$ cat src/rtl/lsu_pkg.sv
// Shared types and constants for the load/store unit: FSM states, funct3 access codes, fault causes.
// Misalignment helper is only referenced when LSU_MISALIGN_CHECK_EN is defined.
package lsu_pkg;

    typedef enum logic [1:0] {
        IDLE   = 2'b00,
        ACCESS = 2'b01,
        DONE   = 2'b10
    } state_t;

    localparam logic [2:0] F3_B  = 3'b000;
    localparam logic [2:0] F3_H  = 3'b001;
    localparam logic [2:0] F3_W  = 3'b010;
    localparam logic [2:0] F3_BU = 3'b100;
    localparam logic [2:0] F3_HU = 3'b101;

    localparam logic [1:0] FC_NONE     = 2'b00;
    localparam logic [1:0] FC_MISALIGN = 2'b01;
    localparam logic [1:0] FC_TIMEOUT  = 2'b10;
    localparam logic [1:0] FC_ILLEGAL  = 2'b11;

    function automatic logic f3_legal(input logic [2:0] f3);
        return (f3 == F3_B) || (f3 == F3_H) || (f3 == F3_W) ||
               (f3 == F3_BU) || (f3 == F3_HU);
    endfunction

    // funct3[1:0] encodes size: 00 byte, 01 half, 10 word
    function automatic logic f3_misaligned(input logic [2:0] f3, input logic [1:0] a);
        return ((f3[1:0] == 2'b01) && a[0]) || ((f3[1:0] == 2'b10) && (a != 2'b00));
    endfunction

endpackage

$ cat src/rtl/load_extend.sv
// Combinational load lane select and sign/zero extension of the raw bus word.
module load_extend
    import lsu_pkg::*;
(
    input  logic [2:0]  funct3,
    input  logic [1:0]  offset,
    input  logic [31:0] rdata,
    output logic [31:0] data
);

    logic [7:0]  lane_b;
    logic [15:0] lane_h;

    always_comb begin
        lane_b = rdata[{offset, 3'b000} +: 8];
        lane_h = offset[1] ? rdata[31:16] : rdata[15:0];
        data   = rdata;
        case (funct3)
            F3_B:    data = {{24{lane_b[7]}}, lane_b};
            F3_BU:   data = {24'h000000, lane_b};
            F3_H:    data = {{16{lane_h[15]}}, lane_h};
            F3_HU:   data = {16'h0000, lane_h};
            default: data = rdata;
        endcase
    end

endmodule

$ cat src/rtl/load_store_unit.sv
// Load/store unit: single outstanding bus access with timeout, lane steering and load extension.
// Optional misalignment faulting is enabled by defining LSU_MISALIGN_CHECK_EN.
module load_store_unit
    import lsu_pkg::*;
#(
    parameter int TIMEOUT_CYCLES = 16
) (
    input  logic        clk,
    input  logic        rst_n,
    input  logic        MemReq,
    input  logic        MemWrite,
    input  logic [2:0]  funct3,
    input  logic [31:0] ALUResult,
    input  logic [31:0] WriteData,
    output logic [31:0] RD,
    output logic        Stall,
    output logic        Done,
    output logic        Fault,
    output logic [1:0]  FaultCause,
    output logic        bus_req,
    output logic        bus_we,
    output logic [31:0] bus_addr,
    output logic [31:0] bus_wdata,
    output logic [3:0]  bus_be,
    input  logic [31:0] bus_rdata,
    input  logic        bus_ack
);

    localparam int CW = $clog2(TIMEOUT_CYCLES + 1);
    localparam logic [CW-1:0] LAST_CYCLE = CW'(TIMEOUT_CYCLES - 1);

    state_t      state;
    logic [CW-1:0] cnt;
    logic [2:0]  f3_q;
    logic [1:0]  off_q;
    logic [31:0] ext_data;
    logic [3:0]  be_d;
    logic [31:0] wdata_d;
    logic        misaligned;

    load_extend u_load_extend (
        .funct3 (f3_q),
        .offset (off_q),
        .rdata  (bus_rdata),
        .data   (ext_data)
    );

    always_comb begin
        be_d    = 4'b1111;
        wdata_d = WriteData;
        case (funct3[1:0])
            2'b00: begin
                be_d    = 4'b0001 << ALUResult[1:0];
                wdata_d = {4{WriteData[7:0]}};
            end
            2'b01: begin
                be_d    = ALUResult[1] ? 4'b1100 : 4'b0011;
                wdata_d = {2{WriteData[15:0]}};
            end
            default: begin
                be_d    = 4'b1111;
                wdata_d = WriteData;
            end
        endcase
    end

`ifdef LSU_MISALIGN_CHECK_EN
    assign misaligned = f3_misaligned(funct3, ALUResult[1:0]);
`else
    assign misaligned = 1'b0;
`endif

    assign Stall = MemReq && (state != DONE);

    // Bus signals are captured once on acceptance and held untouched until ack or timeout
    always_ff @(posedge clk or negedge rst_n) begin
        if (!rst_n) begin
            state      <= IDLE;
            cnt        <= '0;
            f3_q       <= F3_B;
            off_q      <= 2'b00;
            RD         <= '0;
            Done       <= 1'b0;
            Fault      <= 1'b0;
            FaultCause <= FC_NONE;
            bus_req    <= 1'b0;
            bus_we     <= 1'b0;
            bus_addr   <= '0;
            bus_wdata  <= '0;
            bus_be     <= '0;
        end else begin
            case (state)
                IDLE: begin
                    Done       <= 1'b0;
                    Fault      <= 1'b0;
                    FaultCause <= FC_NONE;
                    if (MemReq) begin
                        if (!f3_legal(funct3)) begin
                            state      <= DONE;
                            Done       <= 1'b1;
                            Fault      <= 1'b1;
                            FaultCause <= FC_ILLEGAL;
                        end else if (misaligned) begin
                            state      <= DONE;
                            Done       <= 1'b1;
                            Fault      <= 1'b1;
                            FaultCause <= FC_MISALIGN;
                        end else begin
                            state     <= ACCESS;
                            cnt       <= '0;
                            f3_q      <= funct3;
                            off_q     <= ALUResult[1:0];
                            bus_req   <= 1'b1;
                            bus_we    <= MemWrite;
                            bus_addr  <= {ALUResult[31:2], 2'b00};
                            bus_be    <= be_d;
                            bus_wdata <= MemWrite ? wdata_d : 32'h0;
                        end
                    end
                end
                ACCESS: begin
                    if (bus_ack) begin
                        if (!bus_we) begin
                            RD <= ext_data;
                        end
                        bus_req <= 1'b0;
                        bus_we  <= 1'b0;
                        Done    <= 1'b1;
                        state   <= DONE;
                    end else if (cnt == LAST_CYCLE) begin
                        RD         <= '0;
                        bus_req    <= 1'b0;
                        bus_we     <= 1'b0;
                        Done       <= 1'b1;
                        Fault      <= 1'b1;
                        FaultCause <= FC_TIMEOUT;
                        state      <= DONE;
                    end else begin
                        cnt <= cnt + 1'b1;
                    end
                end
                DONE: begin
                    Done       <= 1'b0;
                    Fault      <= 1'b0;
                    FaultCause <= FC_NONE;
                    state      <= IDLE;
                end
                default: state <= IDLE;
            endcase
        end
    end

endmodule

$ cat config.mk
export PLATFORM = sky130hd
export DESIGN_NAME = load_store_unit
export DESIGN_NICKNAME = d
export VERILOG_FILES = /design/src/rtl/lsu_pkg.sv /design/src/rtl/load_extend.sv /design/src/rtl/load_store_unit.sv
export SDC_FILE = /design/constraint.sdc
export NUM_CORES = 1
export LEC_CHECK = 0
export CAP_MARGIN = 10
export CORE_ASPECT_RATIO = 1.5
export CORE_UTILIZATION = 49
export CTS_CLUSTER_DIAMETER = 50
export DETAILED_ROUTE_END_ITERATION = 8
export MAX_ROUTING_LAYER = met4
export PLACE_DENSITY = 0.95
export SYNTH_ARGS = -nofsm -noshare
export SYNTH_HDL_FRONTEND = slang
export SYNTH_HIERARCHICAL = 1
export SYNTH_SLANG_ARGS = --single-unit
$ cat constraint.sdc
create_clock -name clk -period 4.25 [get_ports clk]
set_clock_uncertainty 0.1 [all_clocks]
set_input_delay 0.85 -clock clk [delete_from_list [all_inputs] [get_ports clk]]
set_output_delay 0.85 -clock clk [all_outputs]
set_load 0.02 [all_outputs]
======== Word level (Yosys, flattened, before mapping) ========
Cells that the tools add are included.
W data, S select, Z words.
word-level totals
  register bits after elaboration ......... 116
  bits of input ports ..................... 104
  output and inout port bits .............. 107
  logic and storage cells ................. 92
cells by class
  eq/ne operators ......................... 19
  shift-type cells ........................ 2
  add/subtract/negate cells ............... 1
  reductions and logical operators ........ 19
  mux-type cells .......................... 38
operator list
  operator               count
  $mux W32               4
  $pmux W32 S4           1
  $pmux W32 S2           1
  $shiftx A32 B6 Y8      1
  $mux W5                4
  $mux W16               1
  $mux W2                7
  $ne A2 B2 Y1 const B   7
  $eq A3 B3 Y1 const B   4
  $mux W1                11
  $pmux W5 S2            1
  $reduce_and A3 Y1      3
  $pmux W4 S2            1
  $eq A3 B1 Y1 const B   2
  $logic_not A3 Y1       2
  $pmux W1 S3            2
  $pmux W2 S3            1
  $add A5 B1 Y5 const B  1
  $eq A5 B4 Y1 const B   1
  $reduce_and A5 Y1      1
  $eq A2 B1 Y1 const B   2
  $logic_not A2 Y1       2
  $logic_or A1 B1 Y1     4
  $mux W4                1
  other kinds (11)       14

======== Longest topological paths before layout ========
  word-level depth ........................ 8
  gate-level depth with buffers ........... 8

======== Cells and area by module ========
The synthesis kept the hierarchy.
modules (own cells, without submodules)
  module           seq. area each (um2)  cells each  times used  area each (um2)
  load_store_unit  2877.8                560         1           5068.6
  load_extend      0.0                   96          1           845.8

======== Least setup slack after synthesis ========
Ideal clock, no wire load.
  kind .................................... input port to output port
  start point ............................. input port MemReq
  end point ............................... output port Stall
  arrival ................................. 1175 ps
  path buffers ............................ 0
  path slack .............................. 2125 ps
  stages on the path ...................... 2
  cells stage by stage .................... inv_1 -> nor2_1
between the ends
  longest elaborated chain between the ends .. 1
RTL lines
  what                 RTL line               text
  from (decl)          load_store_unit.sv:10  input logic MemReq,
  $logic_and A1 B1 Y1  load_store_unit.sv:73  assign Stall = MemReq && (state != DONE);
  to (decl)            load_store_unit.sv:16  output logic Stall,
No other way between the ends.

======== Worst setup path in the final report ========
Ends and elaborated chain as after synthesis.

==> summary.txt <==
TritonCTS buffer count - 17
Syn Inst Count - 656
Final Critical Period - 3170 ps
R2R setup slack - 1800 ps
core area - 11,700 um2
number of synthesized register bits - 115
Synth Area per Inst - 9.02 um2
clk slew on worst S/H paths - 50 ps
Synth Warn # - 6
Switching Share - 0.393
row cnt - 48
global route overflow - 0
GRT Overall Usage - 0.301
worst r2r src - off_q[1]$_DFFE_PN0P_
RR Endpoint - RD[29]$_DFFE_PN0P_
Seq/Total Area, Yosys - 0.487
kind of critical path - in -> out
hold endpoint - bus_wdata[4]$_DFFE_PN0P_
first-pass GRT wire length - 28.4 mm
Clock Path Buffers - 2
Worst Path Max Fanout - 5
R2R cell count - 5
Comb pwr share - 0.491
CTS H-tree lvls - 4
initial core utilization - 0.508
actual slew at the worst max-slew pin - 989 ps
Filler Cells Inserted - 804
routed len/inst - 17.9 um
P_sw - 2590 uW
busiest layer in global routing - met2
initial antenna violation count - 0
design area - 8600 um2
Seq pwr share - 0.298
CTS tree - built
final setup margin - 1080 ps
cell internal pwr - 3990 uW
Setup Fix Bufs, Post-CTS - 0
post-synth cell types - 46
Worst-Skew Late Latency - 410 ps
# resized after CTS - 0
drt total wl - 18.0 mm
FMAX - 0.316 GHz
Post-synth ARST share - 1.00
Die W - 91.7 um
worst vdd ir - 423 uV
top_reg_cell synth - dfrtp_1
largest net degree at the start of global routing - 65
worst endpoint required time - 3300 ps
Syn-to-layout area delta - 45.4%
met3 Use GR - 0.0444
Max-Cap Viols - 0
Placer Congestion - 0.874
PwrDens - 765 nW/um2
vias post-DR - 5,631
drt drc - 0
Slew HR - 0.338
root buffer cell - clkbuf_16
Final Util - 0.738
RSZ-0062 raised after global routing - no
n_diodes - 0
Die Span Y - 137 um
fin crit share - 0.745
vias per cell - 5.59
Pleak - 0.00391 uW
cts hold-fix bufs - 0
clk sinks - 115
# setup viols final - 0
Hold Crit Class - reg -> reg
I/O pin count - 211
synthesized area - 5910 um2
fraction of layout cells with a size suffix above 1 - 0.0898
met2 GRT Util - 0.509
Slew Viols, Final - 0
TritonRoute pass-1 iters - 5
CP endpoint kind - primary output
vias in the first global route - 5,595
status - finished, final reports clean
Setup crit start kind - input port
IO Port Bufs - 208
Post-Place Setup Slack - 1090 ps
Fin Setup TNS - 0 ps
Initial DRC Count - 419
hold_sp - bus_wdata[4]$_DFFE_PN0P_
WHS Path Cells - 2
placed wire-length estimate - 12.5 mm
clock share of power - 0.211
Post-DP Area - 8030 um2
Antenna Nets Post-Route - 0
met1 usage - 0.345
Final Hold Fails - 0
final net count - 956
die area - 12,500 um2
EDFF count, synth - 0
crit path DAT - 2220 ps
flip-flops by register name (all words and copies together), names as in the netlist, 2 cells and up:
register and cells:
RD 32, bus_wdata 32, bus_addr 30, cnt 5, bus_be 4, f3_q 3
off_q 2, state 2
metrics by stage:
stage / hold slack [ps] / power, uW / cells
2_1_floorplan: 347 / 3770 / 657
6_report: 367 / 6580 / 1007
4_1_cts: 367 / 6580 / 1007
5_1_grt: 394 / 6920 / 1007
3_3_place_gp: 350 / 5050 / 977
3_5_place_dp: 355 / 5160 / 977
cells in the final DEF, fill, tap and decap left out, types with 2 or more instances in the layout:
cell               n
and3_1             6
nand2b_1           3
o21a_1             4
buf_12             2
o21ai_2            2
nor2_1            19
clkbuf_8           4
buf_4              9
nor3_1             6
and2_1             2
a2bb2oi_1          6
nand3b_1           2
inv_1              5
nand2_1          229
dfrtp_1          115
a21oi_1           30
a22o_1            10
conb_1             2
clkdlybuf4s50_1  207
o32a_1             2
o21ai_1            8
clkinv_2           3
nand3_1           16
clkbuf_16         17
nor2b_1           14
a2bb2oi_2         14
mux2i_1           14
a221o_1            8
ha_1               6
o221ai_1           5
clkbuf_1           4
a211o_1            3
o21ai_0           49
bufinv_16          2
mux2_2            13
Yosys cell counts (all sizes together), types with 2 or more instances:
master   number  area [um2]
a211o         3        26.3
a21oi        30         150
a221o         8        80.1
a22o         10        87.6
a2bb2oi      20         263
and2          2        12.5
and3          6        37.5
buf          28         194
clkbuf       20        75.1
dfrtp       115        2880
ha            6        75.1
inv           5        18.8
mux2         14         161
mux2i        14         140
nand2       230         866
nand2b        3        18.8
nand3        17        85.1
nand3b        2        15.0
nor2         20        82.6
nor2b        15        93.8
nor3          6        30.0
o21a          4        30.0
o21ai        59         303
o221ai        5        43.8
o32a          2        20.0
power groups by stage:
stage | Clock [uW] | Combinational, uW | Sequential (uW)
detailed placement | 0 | 3200 | 1960
floorplan | 0 | 1340 | 2430
CTS | 1400 | 3230 | 1950
global route | 1460 | 3440 | 2010
global placement | 0 | 3110 | 1930
finish | 1390 | 3230 | 1960
worst max-delay path: stages:
cell             delay [ps]
clkdlybuf4s50_1         570
inv_1                    90
nor2_1                  100
clkdlybuf4s50_1         600
cell families after synthesis:
logic type,Yosys count,synth area share
simple gates,305,0.216
flops,115,0.487
mux,28,0.0510
other cells,1,0.000634
fa+ha+maj,6,0.0127
compound gates,147,0.184
buf+inv,54,0.0493
worst max-delay path by stage:
stage	depth (start not counted)	start	to
final	4	MemReq	Stall
after global routing	4	MemReq	Stall
after CTS	4	MemReq	Stall
after detailed placement	4	MemReq	Stall
after global placement	4	MemReq	Stall
after floorplan	2	MemReq	Stall
metal layers:
layer  part of all wire  vias to the layer above
li1                   -                     2616
met1               0.38                     2686
met2               0.52                      261
met3              0.055                       68
met4              0.049                        0
met5                  0                        -
layout make-up:
cell class / count / area (um2) / share of cell area
Clock buffer: 25 / 495 / 0.0576
Clock inverter: 5 / 75.1 / 0.00873
Inverter: 6 / 22.5 / 0.00262
Multi-Input combinational cell: 488 / 2760 / 0.321
Sequential cell: 115 / 2880 / 0.335
Tap cell: 150 / 188 / 0.0218
Timing Repair Buffer: 218 / 2180 / 0.253
No activity file was read; power rests on OpenSTA's default activity.
